==> config.mk <==
export PLATFORM = sky130hd
export DESIGN_NAME = multicycle_ctrl_flat
export DESIGN_NICKNAME = d
export VERILOG_FILES = /design/src/rtl/multicycle_ctrl_if.sv /design/src/rtl/multicycle_ctrl.sv /design/src/flat_wrapper.sv
export SDC_FILE = /design/constraint.sdc
export NUM_CORES = 1
export LEC_CHECK = 0
export CORE_MARGIN = 5
export CORE_UTILIZATION = 46
export CTS_CLUSTER_SIZE = 12
export DETAILED_ROUTE_END_ITERATION = 8
export PLACE_DENSITY = 0.85
export SYNTH_ARGS = -nofsm -noshare
export SYNTH_HDL_FRONTEND = slang
export SYNTH_SLANG_ARGS = --single-unit
==> constraint.sdc <==
create_clock -name clk -period 2.9 [get_ports clk]
set_clock_uncertainty 0.2 [all_clocks]
set_input_delay 0.58 -clock clk [delete_from_list [all_inputs] [get_ports clk]]
set_output_delay 0.58 -clock clk [all_outputs]
set_load 0.05 [all_outputs]
==> src/rtl/multicycle_ctrl_if.sv <==
// Control bundle between the multicycle controller and the CPU datapath.
// master = controller side, slave = datapath side.
interface multicycle_ctrl_if #(
   parameter int unsigned STATE_W = 4
);
   logic [4:0]         op;
   logic               zero;
   logic               mem_ready;
   logic               pcwrite;
   logic [1:0]         pcsrc;
   logic               irwrite;
   logic               iord;
   logic               memread;
   logic               memwrite;
   logic               regwrite;
   logic [1:0]         regdst;
   logic               memtoreg;
   logic               alusrca;
   logic [1:0]         alusrcb;
   logic [3:0]         alucontrol;
   logic               illegal;
   logic [STATE_W-1:0] state;

   modport master (
      input  op, zero, mem_ready,
      output pcwrite, pcsrc, irwrite, iord, memread, memwrite, regwrite,
             regdst, memtoreg, alusrca, alusrcb, alucontrol, illegal, state
   );

   modport slave (
      output op, zero, mem_ready,
      input  pcwrite, pcsrc, irwrite, iord, memread, memwrite, regwrite,
             regdst, memtoreg, alusrca, alusrcb, alucontrol, illegal, state
   );
endinterface

==> src/rtl/multicycle_ctrl.sv <==
// Multicycle control FSM for the 5-bit-opcode CPU: fetch/decode/execute/memory/writeback
// sequencing, ALU control, illegal-opcode and memory-timeout detection.
module multicycle_ctrl #(
   parameter int unsigned MEM_TIMEOUT = 16,
   parameter int unsigned STATE_W     = 4
) (
   input  logic                clk,
   input  logic                reset,
   multicycle_ctrl_if.master   bus
);
   localparam int unsigned CNT_W = (MEM_TIMEOUT > 2) ? $clog2(MEM_TIMEOUT) : 1;

   typedef enum logic [3:0] {
      FETCH   = 4'd0,
      DECODE  = 4'd1,
      EXEC_R  = 4'd2,
      EXEC_I  = 4'd3,
      ALUWB   = 4'd4,
      MEMADDR = 4'd5,
      MEMRD   = 4'd6,
      MEMWB   = 4'd7,
      MEMWR   = 4'd8,
      BRANCH  = 4'd9,
      JUMP    = 4'd10,
      JUMPR   = 4'd11,
      ERROR   = 4'd12
   } state_e;

   state_e             state_q, state_d;
   logic [CNT_W-1:0]   cnt_q, cnt_d;
   logic               timeout_c;

   always_ff @(posedge clk) begin
      if (!reset) begin
         state_q <= FETCH;
         cnt_q   <= '0;
      end else begin
         state_q <= state_d;
         cnt_q   <= cnt_d;
      end
   end

   assign timeout_c = (cnt_q == CNT_W'(MEM_TIMEOUT - 1));
   assign bus.state = STATE_W'(state_q);

   // Next state and state-decoded controls; the wait counter clears on any state change.
   always_comb begin
      state_d        = state_q;
      cnt_d          = '0;
      bus.pcwrite    = 1'b0;
      bus.pcsrc      = 2'b00;
      bus.irwrite    = 1'b0;
      bus.iord       = 1'b0;
      bus.memread    = 1'b0;
      bus.memwrite   = 1'b0;
      bus.regwrite   = 1'b0;
      bus.regdst     = 2'b00;
      bus.memtoreg   = 1'b0;
      bus.alusrca    = 1'b0;
      bus.alusrcb    = 2'b00;
      bus.alucontrol = 4'b0000;
      bus.illegal    = 1'b0;

      case (state_q)
         FETCH: begin
            bus.memread = 1'b1;
            bus.alusrcb = 2'b01;
            if (bus.mem_ready) begin
               bus.irwrite = 1'b1;
               bus.pcwrite = 1'b1;
               state_d     = DECODE;
            end else if (timeout_c) begin
               state_d = ERROR;
            end else begin
               cnt_d = cnt_q + CNT_W'(1);
            end
         end
         DECODE: begin
            bus.alusrcb = 2'b11;
            case (bus.op) inside
               [5'b01000:5'b10001], 5'b10011, 5'b10100: state_d = EXEC_R;
               5'b10010:                                state_d = JUMPR;
               5'b11000, 5'b11001:                      state_d = EXEC_I;
               5'b11010, 5'b11011:                      state_d = MEMADDR;
               5'b11100, 5'b11101:                      state_d = BRANCH;
               5'b00000, 5'b00111:                      state_d = JUMP;
               default:                                 state_d = ERROR;
            endcase
         end
         EXEC_R: begin
            bus.alusrca    = 1'b1;
            bus.alucontrol = 4'(bus.op - 5'd8);
            state_d        = ALUWB;
         end
         EXEC_I: begin
            bus.alusrca    = 1'b1;
            bus.alusrcb    = 2'b10;
            bus.alucontrol = {3'b000, bus.op[0]};
            state_d        = ALUWB;
         end
         ALUWB: begin
            bus.regwrite = 1'b1;
            // I-type ALU ops are 1100x; everything else reaching here is R-type
            bus.regdst   = (bus.op[4:3] == 2'b11) ? 2'b00 : 2'b01;
            state_d      = FETCH;
         end
         MEMADDR: begin
            bus.alusrca = 1'b1;
            bus.alusrcb = 2'b10;
            state_d     = bus.op[0] ? MEMWR : MEMRD;
         end
         MEMRD: begin
            bus.iord    = 1'b1;
            bus.memread = 1'b1;
            if (bus.mem_ready)  state_d = MEMWB;
            else if (timeout_c) state_d = ERROR;
            else                cnt_d   = cnt_q + CNT_W'(1);
         end
         MEMWB: begin
            bus.regwrite = 1'b1;
            bus.memtoreg = 1'b1;
            state_d      = FETCH;
         end
         MEMWR: begin
            bus.iord     = 1'b1;
            bus.memwrite = 1'b1;
            if (bus.mem_ready)  state_d = FETCH;
            else if (timeout_c) state_d = ERROR;
            else                cnt_d   = cnt_q + CNT_W'(1);
         end
         BRANCH: begin
            bus.alusrca    = 1'b1;
            bus.alucontrol = 4'b0001;
            bus.pcsrc      = 2'b01;
            bus.pcwrite    = bus.op[0] ? ~bus.zero : bus.zero;
            state_d        = FETCH;
         end
         JUMP: begin
            bus.pcsrc   = 2'b10;
            bus.pcwrite = 1'b1;
            if (bus.op == 5'b00111) begin
               bus.regwrite = 1'b1;
               bus.regdst   = 2'b10;
            end
            state_d = FETCH;
         end
         JUMPR: begin
            bus.pcsrc   = 2'b11;
            bus.pcwrite = 1'b1;
            state_d     = FETCH;
         end
         ERROR: begin
            bus.illegal = 1'b1;
         end
         default: state_d = ERROR;
      endcase

      // Reset held low masks every control so an aborted instruction leaves nothing asserted
      if (!reset) begin
         bus.pcwrite    = 1'b0;
         bus.pcsrc      = 2'b00;
         bus.irwrite    = 1'b0;
         bus.iord       = 1'b0;
         bus.memread    = 1'b0;
         bus.memwrite   = 1'b0;
         bus.regwrite   = 1'b0;
         bus.regdst     = 2'b00;
         bus.memtoreg   = 1'b0;
         bus.alusrca    = 1'b0;
         bus.alusrcb    = 2'b00;
         bus.alucontrol = 4'b0000;
         bus.illegal    = 1'b0;
      end
   end
endmodule
==> src/flat_wrapper.sv <==
// flat-port wrapper written by rule: the top's interface ports become plain ports
module multicycle_ctrl_flat 
#(
   parameter int unsigned MEM_TIMEOUT = 16,
   parameter int unsigned STATE_W     = 4
)
  (clk, reset, bus_op, bus_zero, bus_mem_ready, bus_pcwrite, bus_pcsrc, bus_irwrite, bus_iord, bus_memread, bus_memwrite, bus_regwrite, bus_regdst, bus_memtoreg, bus_alusrca, bus_alusrcb, bus_alucontrol, bus_illegal, bus_state);
  multicycle_ctrl_if #(.STATE_W(STATE_W)) bus_i ();
  input  logic clk;
  input  logic reset;
  input wire logic [$bits(bus_i.op)-1:0] bus_op;
  input wire logic [$bits(bus_i.zero)-1:0] bus_zero;
  input wire logic [$bits(bus_i.mem_ready)-1:0] bus_mem_ready;
  output wire logic [$bits(bus_i.pcwrite)-1:0] bus_pcwrite;
  output wire logic [$bits(bus_i.pcsrc)-1:0] bus_pcsrc;
  output wire logic [$bits(bus_i.irwrite)-1:0] bus_irwrite;
  output wire logic [$bits(bus_i.iord)-1:0] bus_iord;
  output wire logic [$bits(bus_i.memread)-1:0] bus_memread;
  output wire logic [$bits(bus_i.memwrite)-1:0] bus_memwrite;
  output wire logic [$bits(bus_i.regwrite)-1:0] bus_regwrite;
  output wire logic [$bits(bus_i.regdst)-1:0] bus_regdst;
  output wire logic [$bits(bus_i.memtoreg)-1:0] bus_memtoreg;
  output wire logic [$bits(bus_i.alusrca)-1:0] bus_alusrca;
  output wire logic [$bits(bus_i.alusrcb)-1:0] bus_alusrcb;
  output wire logic [$bits(bus_i.alucontrol)-1:0] bus_alucontrol;
  output wire logic [$bits(bus_i.illegal)-1:0] bus_illegal;
  output wire logic [$bits(bus_i.state)-1:0] bus_state;
  assign bus_i.op = bus_op;
  assign bus_i.zero = bus_zero;
  assign bus_i.mem_ready = bus_mem_ready;
  assign bus_pcwrite = bus_i.pcwrite;
  assign bus_pcsrc = bus_i.pcsrc;
  assign bus_irwrite = bus_i.irwrite;
  assign bus_iord = bus_i.iord;
  assign bus_memread = bus_i.memread;
  assign bus_memwrite = bus_i.memwrite;
  assign bus_regwrite = bus_i.regwrite;
  assign bus_regdst = bus_i.regdst;
  assign bus_memtoreg = bus_i.memtoreg;
  assign bus_alusrca = bus_i.alusrca;
  assign bus_alusrcb = bus_i.alusrcb;
  assign bus_alucontrol = bus_i.alucontrol;
  assign bus_illegal = bus_i.illegal;
  assign bus_state = bus_i.state;
  multicycle_ctrl #(.MEM_TIMEOUT(MEM_TIMEOUT), .STATE_W(STATE_W)) u_core (.clk(clk), .reset(reset), .bus(bus_i));
endmodule
==> run_results.csv <==
group,metric,value,unit
sta,maxSlewViolCount,0,
synth,async_reset_ff_share,0,%
global_routing,top_usage_layer,"met2",
clock_tree,post_cts_buffers,0,
clock_tree,cts_num_sinks,8,
global_routing,grtUsageMet3,5.16,%
clock_tree,numCtsBuffers,3,
sta,fmax,359,MHz
synth,synth_edf_count,0,
clock_tree,cts_max_level,1,
synth,synth_area_leaders,"dfxtp_1, and3_1, nor2_1, a21oi_1, nor2b_1",
finish,regArea,160,sq um
synth,synthCells,116,
drt,wl_per_cell,17.1,um
pwr,ir_drop,0.274,mV
pwr,power.leakage,0.569,nW
pwr,power_density,342,nW/um^2
finish,fin_nets,163,
placement,place_ws,0.0504,ns
sta,rsz0062_at_grt,"no",
finish,diodes,0,
sta,layout_setup_ws,0.115,ns
global_routing,grt_pass1_wl,4730,um
synth,synthFlopType,"dfxtp_1",
sta,fin_crit_sh,96.0,%
finish,postLayoutCoreUtil,82.6,%
synth,synth_fp_nets,126,
placement,hpwlAfterDp,2250,um
placement,globalplace.congestion,0.890,
floorplan,fp.dieH,51.6,um
sta,finalHoldViolations,0,
drt,finalWirelength,2880,um
job,maxCapViolations,0,
global_routing,grt_max_degree,19,
drt,via_count,1037,
global_routing,met2_usage,45.1,%
global_routing,grt_pass1_vias,1038,
worst_setup_path,path_class,"in -> out",
sta,hold_ws,0.253,ns
synth,yosys.area.top_type_share,20.2,%
synth,synth_area,795,sq um
min_path,hp-class,"reg -> reg",
global_routing,overflow,0,
floorplan,die-width,51.6,um
drt,drt_iter0_drc,54,
clock_tree,path_clk_slew,0.05,ns
floorplan,fp.dieArea,2660,sq um
sta,slew-limit-headroom,57.9,%
finish,area_growth,75.6,%
global_routing,grt_usage,23.5,%
worst_setup_path,worst_setup_path_end_kind,"output pin",
worst_setup_path,required,2.12,ns
drt,viasPerCell,6.17,
status,status,"finished clean",
clock_tree,root_buffer,"clkbuf_4",
sta,tightest_slew,0.631,ns
clock_tree,clock_path_buffers,2,
global_routing,antenna_found_initial,0,
global_routing,grt.met1_usage,24.6,%
drt,ant_nets,0,
sta,setup_viol,0,
floorplan,initial_core_util,47.0,%
floorplan,fp.coreArea,1690,sq um
worst_setup_path,critPathArrivalTime,2.01,ns
synth,ys_types,39,
finish,multiInputGateArea,593,sq um
drt,route.detailed.drc,0,
synth,syn_avg_cell_area,6.85,sq um
floorplan,ioPinCount,32,
clock_tree,clkLatencyLatePin,0.26,ns
synth,yosys_warnings,0,
synth,ys_seq_area_share,20.2,%
placement,io_buffers,31,
finish,nFillCells,106,
floorplan,rows,15,
pwr,total_power,0.000477,W
synth,synth-seq-cells,8,
worst_setup_path,start_kind,"primary input",
clock_tree,cts_resized,0,
finish,final_layout_size_suffix_gt1_share,27.8,%
worst_setup_path,path_max_fanout,4,
clock_tree,ctsHoldBuffers,0,
synth,synth_area_leader_cell,"dfxtp_1",
drt,drtPass1Iterations,4,
sta,fin_crit,2.79,ns
clock_tree,tritoncts,"done",
## synthesized netlist by cell type, types with 2 or more instances
master,n
a21oi_1,9
a31oi_1,3
and2_1,2
and3_1,9
buf_2,2
clkbuf_1,6
dfxtp_1,8
inv_1,5
nand2_1,8
nand2b_1,3
nand3_1,5
nor2_1,14
nor2b_1,5
nor3_1,3
nor4_1,3
o2111ai_1,2
o21ai_0,4
o21bai_1,2
xnor2_1,2
xor2_1,2
## critical path, cell delays in order
cell and delay, ns:
clkdlybuf4s50_1 0.49, nand2b_1 0.13, nor2_1 0.18, and3_1 0.25, o21bai_1 0.19, buf_12 0.18
## power by group
group          total [W]  switching (W)  internal, W
sequential      0.000134      0.0000174     0.000117
combinational   0.000253       0.000141     0.000112
clock          0.0000890      0.0000414    0.0000476
## layout by cell type, fill, tap and decap left out, types with 3 or more instances in the layout
master            n
nand2b_1          3
clkbuf_4          3
buf_4            10
nor2_1           14
nor2b_1           5
a21oi_1           9
a31oi_1           3
clkdlybuf4s50_1  12
dfxtp_1           8
buf_12           19
inv_1             5
nand3_1           5
o21ai_0           4
nand2_1           8
and3_1            8
## stage by stage
| step | TNS, ns | instance area (sq um) | std cells |
|---|---|---|---|
| 2_1_floorplan | -0.0139 | 813 | 116 |
| 3_3_place_gp | 0 | 1370 | 165 |
| 3_5_place_dp | 0 | 1370 | 165 |
| 4_1_cts | 0 | 1390 | 168 |
| 5_1_grt | 0 | 1400 | 168 |
| 6_report | 0 | 1400 | 168 |
## worst paths after layout
check / start / endpoint / slack [ns] / depth (start not counted)
min reg2reg: u_core.cnt_q[0] / u_core.cnt_q[0] / 0.25 / 1
max reg2reg: u_core.bus.state[2] / u_core.cnt_q[3] / 0.88 / 4
max: reset / bus_pcwrite / 0.11 / 6
min: u_core.cnt_q[0] / u_core.cnt_q[0] / 0.25 / 1
## sequential cells by signal, indices dropped and copies added (netlist names)
name / cells
u_core.bus.state: 4
u_core.cnt_q: 4
## logic make-up (layout without fill, tap and decap cells)
family | after synthesis | count (layout) | synth area share, %
AOI/OAI and AO/OA | 30 | 30 | 26.3
xor gates and xnor gates | 4 | 4 | 4.41
adders and majority gates | 1 | 1 | 1.57
buffers and inverters | 15 | 50 | 8.35
DFF | 8 | 8 | 20.2
and+or+nand+nor | 58 | 58 | 39.2
## metal layers
metal  vias up  wire (um)  share of wire (%)
li1        490          -                  -
met1       489       1090                 38
met2        52       1560                 54
met3         6        188                6.5
met4         0         37                1.3
met5         -          0                  0
## cell type report
type	count	area share [%]
multi-input cells	93	42.5
repair buffers	41	41.3
flip-flops and latches	8	11.5
clock buffers	3	1.61
inverters	6	1.61
well taps	17	1.52
(Power assumes the default switching activity.)
